[config.mk]
export PLATFORM = sky130hd
export DESIGN_NAME = bit_pixel_bram_reader_flat
export DESIGN_NICKNAME = d
export VERILOG_FILES = /design/src/rtl/bit_pixel_bram_reader_if.sv /design/src/rtl/bit_pixel_bram_reader.sv /design/src/flat_wrapper.sv
export SDC_FILE = /design/constraint.sdc
export NUM_CORES = 1
export LEC_CHECK = 0
export ABC_AREA = 1
export BUFFER_PORTS_ARGS = -buffer_cell sky130_fd_sc_hd__buf_4
export CELL_PAD_IN_SITES_DETAIL_PLACEMENT = 0
export CELL_PAD_IN_SITES_GLOBAL_PLACEMENT = 1
export CORE_ASPECT_RATIO = 1.75
export CORE_MARGIN = 4
export CORE_UTILIZATION = 38
export CTS_BUF_LIST = sky130_fd_sc_hd__clkbuf_8
export DETAILED_ROUTE_END_ITERATION = 16
export HOLD_SLACK_MARGIN = 0.03
export PLACE_DENSITY_LB_ADDON = 0.1
export SYNTH_ARGS = -nofsm -noshare
export SYNTH_HDL_FRONTEND = slang
export SYNTH_SLANG_ARGS = --single-unit
[constraint.sdc]
create_clock -name clk -period 2.2 [get_ports clk]
set_input_delay 0.44 -clock clk [delete_from_list [all_inputs] [get_ports clk]]
set_output_delay 0.44 -clock clk [all_outputs]
set_load 0.02 [all_outputs]
[src/rtl/bit_pixel_bram_reader_if.sv]
// Bit-pixel BRAM reader bus: the BRAM read port and the three-third pixel stream.
interface bit_pixel_bram_reader_if;
    logic [18:0] bram_rd_addr;
    logic        bram_rd_en;
    logic [1:0]  bram_q;
    logic [5:0]  pix_out;
    logic        pix_valid;
    logic        pix_ready;
    logic        pix_sof;
    logic        pix_eol;
    logic        pix_eof;

    modport master (
        output bram_rd_addr, bram_rd_en, pix_out, pix_valid, pix_sof, pix_eol, pix_eof,
        input  bram_q, pix_ready
    );

    modport slave (
        input  bram_rd_addr, bram_rd_en, pix_out, pix_valid, pix_sof, pix_eol, pix_eof,
        output bram_q, pix_ready
    );
endinterface

[src/rtl/bit_pixel_bram_reader.sv]
// Reads each completed bit-pixel image row-major from its BRAM buffer set and streams the three thirds'
// words per (row,col). Optional macro BIT_PIX_RD_STALL_CNT_EN adds a saturating stall counter output.
module bit_pixel_bram_reader #(
    parameter int THIRD_COLS = 240,
    parameter int THIRD_ROWS = 480,
    parameter int RD_LAT     = 2
) (
    input  logic        clk,
    input  logic        reset,
    input  logic [3:0]  image_number_i,
    output logic        busy_o,
    output logic [3:0]  rd_image_number_o,
    output logic        overrun_o,
`ifdef BIT_PIX_RD_STALL_CNT_EN
    output logic [15:0] stall_cnt_o,
`endif
    bit_pixel_bram_reader_if.master bus
);

    localparam int         WR_COLS  = THIRD_COLS / 2;
    localparam logic [6:0] COL_LAST = 7'(WR_COLS - 1);
    localparam logic [8:0] ROW_LAST = 9'(THIRD_ROWS - 1);
    localparam logic [15:0] ROW_STEP = 16'(WR_COLS);

    typedef enum logic [1:0] {ST_IDLE, ST_ISSUE, ST_WAIT, ST_OUT} state_t;

    state_t      state_q, state_d;
    logic [8:0]  row_q, row_d;
    logic [6:0]  col_q, col_d;
    logic [15:0] row_base_q, row_base_d;
    logic [1:0]  third_q, third_d;
    logic        buf_q, buf_d;
    logic [3:0]  rd_img_q, rd_img_d;
    logic        overrun_q, overrun_d;

    logic [RD_LAT-1:0] tag_vld_q;
    logic [1:0]        tag_third_q [RD_LAT];
    logic [1:0]        slot_q [3];

    logic       issue;
    logic       out_vld;
    logic       at_eol;
    logic       at_last_row;
    logic       cap_vld;
    logic [1:0] cap_third;
    logic [3:0] img_gap;

    assign issue       = (state_q == ST_ISSUE);
    assign out_vld     = (state_q == ST_OUT);
    assign at_eol      = (col_q == COL_LAST);
    assign at_last_row = (row_q == ROW_LAST);
    assign cap_vld     = tag_vld_q[RD_LAT-1];
    assign cap_third   = tag_third_q[RD_LAT-1];
    assign img_gap     = image_number_i - rd_img_q;

    always_comb begin
        state_d    = state_q;
        row_d      = row_q;
        col_d      = col_q;
        row_base_d = row_base_q;
        third_d    = third_q;
        buf_d      = buf_q;
        rd_img_d   = rd_img_q;
        overrun_d  = overrun_q;
        case (state_q)
            ST_IDLE: begin
                if (img_gap != 4'd0) begin
                    state_d    = ST_ISSUE;
                    row_d      = 9'd0;
                    col_d      = 7'd0;
                    row_base_d = 16'd0;
                    third_d    = 2'd0;
                    if (img_gap >= 4'd2) overrun_d = 1'b1;
                end
            end
            ST_ISSUE: begin
                if (third_q == 2'd2) begin
                    third_d = 2'd0;
                    state_d = ST_WAIT;
                end else begin
                    third_d = third_q + 2'd1;
                end
            end
            ST_WAIT: begin
                if (cap_vld && (cap_third == 2'd2)) state_d = ST_OUT;
            end
            ST_OUT: begin
                if (bus.pix_ready) begin
                    if (!at_eol) begin
                        col_d   = col_q + 7'd1;
                        state_d = ST_ISSUE;
                    end else if (!at_last_row) begin
                        col_d      = 7'd0;
                        row_d      = row_q + 9'd1;
                        row_base_d = row_base_q + ROW_STEP;
                        state_d    = ST_ISSUE;
                    end else begin
                        rd_img_d = rd_img_q + 4'd1;
                        buf_d    = ~buf_q;
                        state_d  = ST_IDLE;
                    end
                end
            end
            default: state_d = ST_IDLE;
        endcase
    end

    always_ff @(posedge clk) begin
        if (reset) begin
            state_q    <= ST_IDLE;
            row_q      <= 9'd0;
            col_q      <= 7'd0;
            row_base_q <= 16'd0;
            third_q    <= 2'd0;
            buf_q      <= 1'b0;
            rd_img_q   <= 4'd0;
            overrun_q  <= 1'b0;
        end else begin
            state_q    <= state_d;
            row_q      <= row_d;
            col_q      <= col_d;
            row_base_q <= row_base_d;
            third_q    <= third_d;
            buf_q      <= buf_d;
            rd_img_q   <= rd_img_d;
            overrun_q  <= overrun_d;
        end
    end

    // Read-tag pipeline: tag of third t reaches the last stage exactly when its bram_q is valid
    always_ff @(posedge clk) begin
        if (reset) begin
            tag_vld_q <= '0;
        end else begin
            tag_vld_q[0] <= issue;
            for (int k = 1; k < RD_LAT; k++) tag_vld_q[k] <= tag_vld_q[k-1];
        end
    end

    always_ff @(posedge clk) begin
        tag_third_q[0] <= third_q;
        for (int k = 1; k < RD_LAT; k++) tag_third_q[k] <= tag_third_q[k-1];
        if (cap_vld) slot_q[cap_third] <= bus.bram_q;
    end

    assign bus.bram_rd_en   = issue;
    assign bus.bram_rd_addr = issue ? {buf_q, third_q, row_base_q + {9'd0, col_q}} : 19'd0;

    // Output stage: data slots are not reset, so everything is gated by the ST_OUT valid
    assign bus.pix_valid = out_vld;
    assign bus.pix_out   = out_vld ? {slot_q[2], slot_q[1], slot_q[0]} : 6'd0;
    assign bus.pix_sof   = out_vld && (row_q == 9'd0) && (col_q == 7'd0);
    assign bus.pix_eol   = out_vld && at_eol;
    assign bus.pix_eof   = out_vld && at_eol && at_last_row;

    assign busy_o            = (state_q != ST_IDLE);
    assign rd_image_number_o = rd_img_q;
    assign overrun_o         = overrun_q;

`ifdef BIT_PIX_RD_STALL_CNT_EN
    function automatic logic [15:0] sat_inc16(input logic [15:0] v);
        return (v == 16'hFFFF) ? v : v + 16'd1;
    endfunction

    logic [15:0] stall_q;

    always_ff @(posedge clk) begin
        if (reset) begin
            stall_q <= 16'd0;
        end else if (bus.pix_valid && bus.pix_ready && bus.pix_sof) begin
            stall_q <= 16'd0;
        end else if (bus.pix_valid && !bus.pix_ready) begin
            stall_q <= sat_inc16(stall_q);
        end
    end

    assign stall_cnt_o = stall_q;
`endif

endmodule

[src/flat_wrapper.sv]
// flat-port wrapper written by rule: the top's interface ports become plain ports
module bit_pixel_bram_reader_flat 
#(
    parameter int THIRD_COLS = 240,
    parameter int THIRD_ROWS = 480,
    parameter int RD_LAT     = 2
)
  (clk, reset, image_number_i, busy_o, rd_image_number_o, overrun_o, bus_bram_rd_addr, bus_bram_rd_en, bus_pix_out, bus_pix_valid, bus_pix_sof, bus_pix_eol, bus_pix_eof, bus_bram_q, bus_pix_ready);
  bit_pixel_bram_reader_if bus_i ();
  input  logic clk;
  input  logic reset;
  input  logic [3:0] image_number_i;
  output logic busy_o;
  output logic [3:0] rd_image_number_o;
  output logic overrun_o;
  output wire logic [$bits(bus_i.bram_rd_addr)-1:0] bus_bram_rd_addr;
  output wire logic [$bits(bus_i.bram_rd_en)-1:0] bus_bram_rd_en;
  output wire logic [$bits(bus_i.pix_out)-1:0] bus_pix_out;
  output wire logic [$bits(bus_i.pix_valid)-1:0] bus_pix_valid;
  output wire logic [$bits(bus_i.pix_sof)-1:0] bus_pix_sof;
  output wire logic [$bits(bus_i.pix_eol)-1:0] bus_pix_eol;
  output wire logic [$bits(bus_i.pix_eof)-1:0] bus_pix_eof;
  input wire logic [$bits(bus_i.bram_q)-1:0] bus_bram_q;
  input wire logic [$bits(bus_i.pix_ready)-1:0] bus_pix_ready;
  assign bus_bram_rd_addr = bus_i.bram_rd_addr;
  assign bus_bram_rd_en = bus_i.bram_rd_en;
  assign bus_pix_out = bus_i.pix_out;
  assign bus_pix_valid = bus_i.pix_valid;
  assign bus_pix_sof = bus_i.pix_sof;
  assign bus_pix_eol = bus_i.pix_eol;
  assign bus_pix_eof = bus_i.pix_eof;
  assign bus_i.bram_q = bus_bram_q;
  assign bus_i.pix_ready = bus_pix_ready;
  bit_pixel_bram_reader #(.THIRD_COLS(THIRD_COLS), .THIRD_ROWS(THIRD_ROWS), .RD_LAT(RD_LAT)) u_core (.clk(clk), .reset(reset), .image_number_i(image_number_i), .busy_o(busy_o), .rd_image_number_o(rd_image_number_o), .overrun_o(overrun_o), .bus(bus_i));
endmodule
Yosys cells after proc, flatten, opt, wreduce, memory -nomap -nowiden

Memories as Yosys holds them, arrays and structs flattened.
Index checks and enable logic that the tools add are counted.

Flip-flop bits (word level): 44
Bits in latches: 0
RAM bits: 10
ROM bits: 0
Input bits: 9
Output and inout bits: 36
Word-level logic and storage cells: 81
Memories: 2

Add/subtract/negate cells: 7
Multipliers: 0
Div/mod/pow operators: 0
$lt $le $gt $ge: 1
Eq/ne operators: 14
Shifts and indexed selects: 0
Muxes and demuxes: 29
Bitwise gates (word level): 1
Reduce and logical (&&, ||, !) cells: 18

Memories:

| memory             | depth | bits a word | rd ports | clocked after Yosys merged registers in | write ports | line                        | RTL |
|---|---|---|---|---|---|---|---|
| u_core.slot_q      | 3     | 2           | 3        | 0                                       | 1           | bit_pixel_bram_reader.sv:38 | `logic [1:0] slot_q [3];` |
| u_core.tag_third_q | 2     | 2           | 2        | 0                                       | 2           | bit_pixel_bram_reader.sv:37 | `logic [1:0] tag_third_q [RD_LAT];` |

Operators with widths:

| cell                                           | count |
|---|---|
| two-way mux 16 bit                             | 4 |
| two-way mux 9 bit                              | 4 |
| case mux 16 bit (2 select lines)               | 1 |
| two-way mux 7 bit                              | 4 |
| two-way mux 19 bit                             | 1 |
| case mux 9 bit (2 select lines)                | 1 |
| adder 16 x 7 -> 16 bit                         | 1 |
| adder 16 x 7 -> 16 bit (second input constant) | 1 |
| two-way mux 2 bit                              | 7 |
| case mux 7 bit (2 select lines)                | 1 |
| AND reduction 4 bit                            | 3 |
| adder 9 x 1 -> 9 bit (second input constant)   | 1 |
| == test 9 bit (second input constant)          | 1 |
| logical NOT 9 bit                              | 1 |
| == test 2 bit (second input constant)          | 4 |
| inequality test 2 bit (second input constant)  | 4 |
| case mux 2 bit (4 select lines)                | 1 |
| adder 7 x 1 -> 7 bit (second input constant)   | 1 |
| == test 7 bit (second input constant)          | 1 |
| logical NOT 7 bit                              | 1 |
| two-way mux 6 bit                              | 1 |
| nonzero test 2 bit                             | 3 |
| logical AND 1 bit                              | 5 |
| AND reduction 5 bit                            | 1 |
| other kinds (14)                               | 17 |

Logic depth before layout (Yosys ltp)

Depth in word-level cells: 5
Depth in mapped cells: 12
Mapped depth without buffers: 12

Worst setup path after synthesis

OpenSTA, ideal clock, no wires.

Path kind: register -> output
From: register u_core.col_q[4]
To: output bus_bram_rd_addr[8]
Data arrival time: 1693 ps
Data required time: 1760 ps
Slack: 67 ps
Cell stages (with the launch flop): 12
Path buffers: 0
Cell sequence: dfxtp_1 -> ha_1 -> nand2_1 -> nand2_1 -> nand2_1 -> nand2_1 -> nand2_1 -> nand2_1 -> nand2_1 -> inv_1 -> nor2_1 -> nor3_1

Longest elaborated chain between the ends: 2

RTL lines:

| element                  | line                         | RTL |
|---|---|---|
| start: declaration       | bit_pixel_bram_reader.sv:29  | `logic [6:0] col_q, col_d;` |
| start signal: assignment | bit_pixel_bram_reader.sv:121 | `col_q <= col_d;` |
| adder 16 x 7 -> 16 bit   | bit_pixel_bram_reader.sv:147 | `assign bus.bram_rd_addr = issue ? {buf_q, third_q, row_base_q + {9'd0, col_q}} : 19'd0;` |
| two-way mux 19 bit       | bit_pixel_bram_reader.sv:147 |  |
| end: declaration         | flat_wrapper.sv:16           | `output wire logic [$bits(bus_i.bram_rd_addr)-1:0] bus_bram_rd_addr;` |

No other way between the ends.

Worst setup path in the final report

From: register u_core.row_base_q[4]
To: output bus_bram_rd_addr[13]

Longest elaborated chain between the ends: 2

RTL lines:

| element                  | line                         | RTL |
|---|---|---|
| start: declaration       | bit_pixel_bram_reader.sv:30  | `logic [15:0] row_base_q, row_base_d;` |
| start signal: assignment | bit_pixel_bram_reader.sv:122 | `row_base_q <= row_base_d;` |
| adder 16 x 7 -> 16 bit   | bit_pixel_bram_reader.sv:147 |  |
| two-way mux 19 bit       | bit_pixel_bram_reader.sv:147 |  |

No other way between the ends.

==> impl_metrics.py <==
metrics = {
    "routing": {
        "met1_length_um": 3690,
        "highest_layer": "met4",
        "drc": 0,
        "drtIter0Drc": 100,
        "vias": 3552,
        "wl_met3_um": 391,
        "ant_nets": 0,
        "met2WireLength_um": 5670,
        "dr.pass1.iters": 5,
        "wl_per_cell_um": 14.0,
        "wirelength_um": 10100,
        "via_per_inst": 4.93,
    },
    "clocking": {
        "cts_sinks": 51,
        "cts_tree": "yes",
        "path_clk_slew_ns": 0.11,
        "ctsRootBufferMaster": "clkbuf_8",
        "cts_made_buffers": 5,
        "cts_max_path_buffers": 2,
        "clock_latency_ns": 0.32,
        "h-tree-depth": 2,
    },
    "setup_path": {
        "cpPeakStageDelay_ns": 0.38,
        "arrival_ns": 1.93,
        "critPathLaunchType": "flop",
        "cpMostUsedCell": "nand2_1",
        "path_class": "flop to primary output",
        "end_kind": "primary output",
        "crit_fanout": 6,
        "worst-path-buf-inv": 1,
        "path_cells": "ha_4 -> nand2_1 -> nand2_1 -> nand2_1 -> nand2_2 -> nand2_2 -> nand2_4 -> nand2_4 -> nor3_4 -> nor2_1 -> nor2_1 -> buf_4",
        "required_ns": 1.76,
        "cp_top_family": "simple AND/OR/NAND/NOR gates",
        "cp_slowest_cell": "dfxtp_4",
    },
    "global_routing": {
        "grt_pass1_wl_um": 16100,
        "grt.overflow.total": 0,
        "grt_pass1_vias": 3482,
        "grt_max_degree": 31,
        "antenna_found_initial": 0,
        "grt_usage_pct": 19.2,
    },
    "pwr": {
        "power_density_nw_per_um2": 803,
        "power_leakage_nw": 2.02,
        "vdd_drop_max_v": 0.000354,
    },
    "cells_and_area": {
        "nFillCells": 958,
        "nNetsFinal": 631,
        "antenna_cells": 0,
        "drive_above_1_share_pct": 25.2,
        "final_core_util_pct": 50.3,
        "multi_input_area_um2": 2100,
        "syn_to_final_growth_pct": 27.5,
        "ff_latch_area_um2": 1090,
        "fin_cells": 721,
    },
    "floorplan": {
        "num_rows": 45,
        "coreArea_um2": 8780,
        "die-width_um": 80.1,
        "fp.dieH_um": 134,
        "ios": 45,
        "dieArea_um2": 10800,
        "start_util_pct": 39.4,
    },
    "synth": {
        "yosysUniqueCellTypes": 37,
        "yosysWarnings": 0,
        "ys_seq_area_share_pct": 31.2,
        "synthCells": 525,
        "ys_ff_latch": 51,
        "syn_nets": 553,
        "synth_area_um2": 3460,
        "avgSynthCellArea_um2": 6.59,
    },
    "placement": {
        "post-dp-hpwl_um": 7770,
        "globalplace.congestion": 0.846,
        "portBuffers": 44,
        "dp_cells": 705,
    },
    "timing": {
        "setup_ws_ns": -0.167,
        "fin_tns_setup_ns": -1.11,
        "timing.fmax_mhz": 422,
        "slew_violations": 0,
        "finalClockSkew_ns": 0.00993,
        "min_period_ns": 2.37,
        "rsz0062_at_grt": "true",
        "slew_headroom_pct": 72.6,
        "worst_slew_pin_slew_ns": 0.411,
        "setup_viol": 10,
        "finalCritPeriodShare_pct": 108,
        "hold_viol": 0,
    },
    "status": {
        "status": "finished, violations left",
        "violations": "setup timing",
    },
    "run": {
        "max-cap-violations": 0,
    },
    "min_path": {
        "holdCritPathClass": "primary input to flop",
    },
}
## power breakdown
part	switching, mW	leakage [nW]	internal [mW]	total (mW)
logic	1.17	1.56	0.616	1.78
clock network	0.358	0.0408	0.228	0.586
registers	0.104	0.421	1.07	1.17
## Yosys cell counts
master,number,area (um2)
nor2_2,1,6.26
nor3b_1,1,7.51
nor3_1,9,45.0
o21a_1,1,7.51
nor4_1,2,12.5
a21oi_1,32,160
a31oi_1,1,6.26
xor2_1,6,52.6
o21ai_0,16,80.1
inv_4,1,6.26
buf_4,2,15.0
nand4_1,8,50.1
edfxtp_1,6,180
a21oi_2,8,70.1
nor2_4,3,33.8
nand2_1,136,510
nand2_2,5,31.3
nand2_4,2,22.5
nand2_8,1,20.0
ha_1,18,225
xnor2_1,2,17.5
inv_1,80,300
clkbuf_1,7,26.3
buf_8,1,15.0
nor2_1,63,236
o21ai_2,2,17.5
nand4_4,1,21.3
nand3_2,3,30.0
o21ai_1,3,15.0
dfxtp_1,45,901
nand3b_1,1,7.51
buf_2,4,20.0
nand3_1,50,250
buf_12,1,20.0
fa_1,1,20.0
nor3_4,1,16.3
buf_1,1,3.75
## final cells by class
class,instances,share of cell area (%)
Sequential cell,51,24.7
Tap cell,117,3.32
Clock inverter,3,0.539
Multi-Input combinational cell,378,47.6
Clock buffer,5,1.56
Timing Repair Buffer,86,15.3
Inverter,81,6.94
## sequential cells by signal (all words and copies together) (netlist names)
register and cells:
u_core.tag_vld_q 2, u_core.slot_q 6, u_core.col_q 7, u_core.buf_q 1, u_core.overrun_o 1, u_core.state_q 2, u_core.row_base_q 13, u_core.row_q 9
u_core.tag_third_q 4, u_core.rd_image_number_o 4, u_core.third_q 2
## per-stage QoR
step | cell area (um2) | hold slack (ns) | worst slack [ns] | total power [mW]
2_1_floorplan | 3460 | 0.310 | 0.0673 | 2.42
3_3_place_gp | 4100 | 0.312 | -0.135 | 2.84
3_5_place_dp | 4100 | 0.314 | -0.196 | 2.86
4_1_cts | 4300 | 0.303 | -0.198 | 3.48
5_1_grt | 4410 | 0.293 | -0.271 | 3.81
6_report | 4410 | 0.313 | -0.167 | 3.54
## per-layer routing
metal | global-route usage, % | vias up
li1 | - | 1813
met1 | 18.8 | 1619
met2 | 37.7 | 91
met3 | 2.62 | 29
met4 | 9.21 | 0
met5 | 0 | -
## cells by family after synthesis
kind of cell / share of synthesized area (%)
flops: 31.2
xor+xnor: 2.02
simple gates: 37.6
buf+inv: 11.7
compound gates: 10.3
fa+ha+maj: 7.09
## path summary, 6_finish.rpt
path                          startpoint                  endpoint  slack [ns]  cells after the start
max                 u_core.row_base_q[4]      bus_bram_rd_addr[13]       -0.17                     12
max reg2reg  u_core.rd_image_number_o[0]           u_core.row_q[6]        0.15                      9
min reg2reg     u_core.tag_third_q[0][1]  u_core.tag_third_q[0][3]        0.34                      0
min                        bus_bram_q[1]       u_core.slot_q[1][1]        0.31                      1
## placed cells by master (no fill, tap or decap), types with 2 or more instances in the layout
master      synthesis  routed
a21oi_1            32      28
a21oi_2             8      12
buf_4               2      80
buf_6               0       5
clkbuf_8            0       5
clkinvlp_4          0       2
dfxtp_1            45      40
dfxtp_2             0       4
edfxtp_1            6       6
ha_1               18      16
ha_4                0       2
inv_1              80      79
nand2_1           136     130
nand2_2             5       9
nand2_4             2       5
nand3_1            50      49
nand3_2             3       4
nand4_1             8       8
nor2_1             63      59
nor2_2              1       4
nor2_4              3       4
nor3_1              9       6
nor3_2              0       2
nor3_4              1       2
nor4_1              2       2
o21ai_0            16      12
o21ai_1             3       4
o21ai_2             2       5
xnor2_1             2       2
xor2_1              6       6
## worst reg2reg max path, stage by stage (launching register included)
cell and delay [ns]:
dfxtp_1 0.34, ha_1 0.20, fa_1 0.52, nand2_1 0.07, nor2_2 0.15, nand4_4 0.12, buf_12 0.17, buf_4 0.19
nand3_1 0.11, a21oi_2 0.06
## timing repair
item / in CTS / in global routing
hold endpoints to repair: 0 / 0
hold buffers: 0 / 0
cloned: 0 / 1
resized for setup: 15 / 28
buffers inserted: 7 / 5
pin swaps: 6 / 8
endpoints found under the setup margin: 11 / 46
Power figures use the tool's default switching activity.
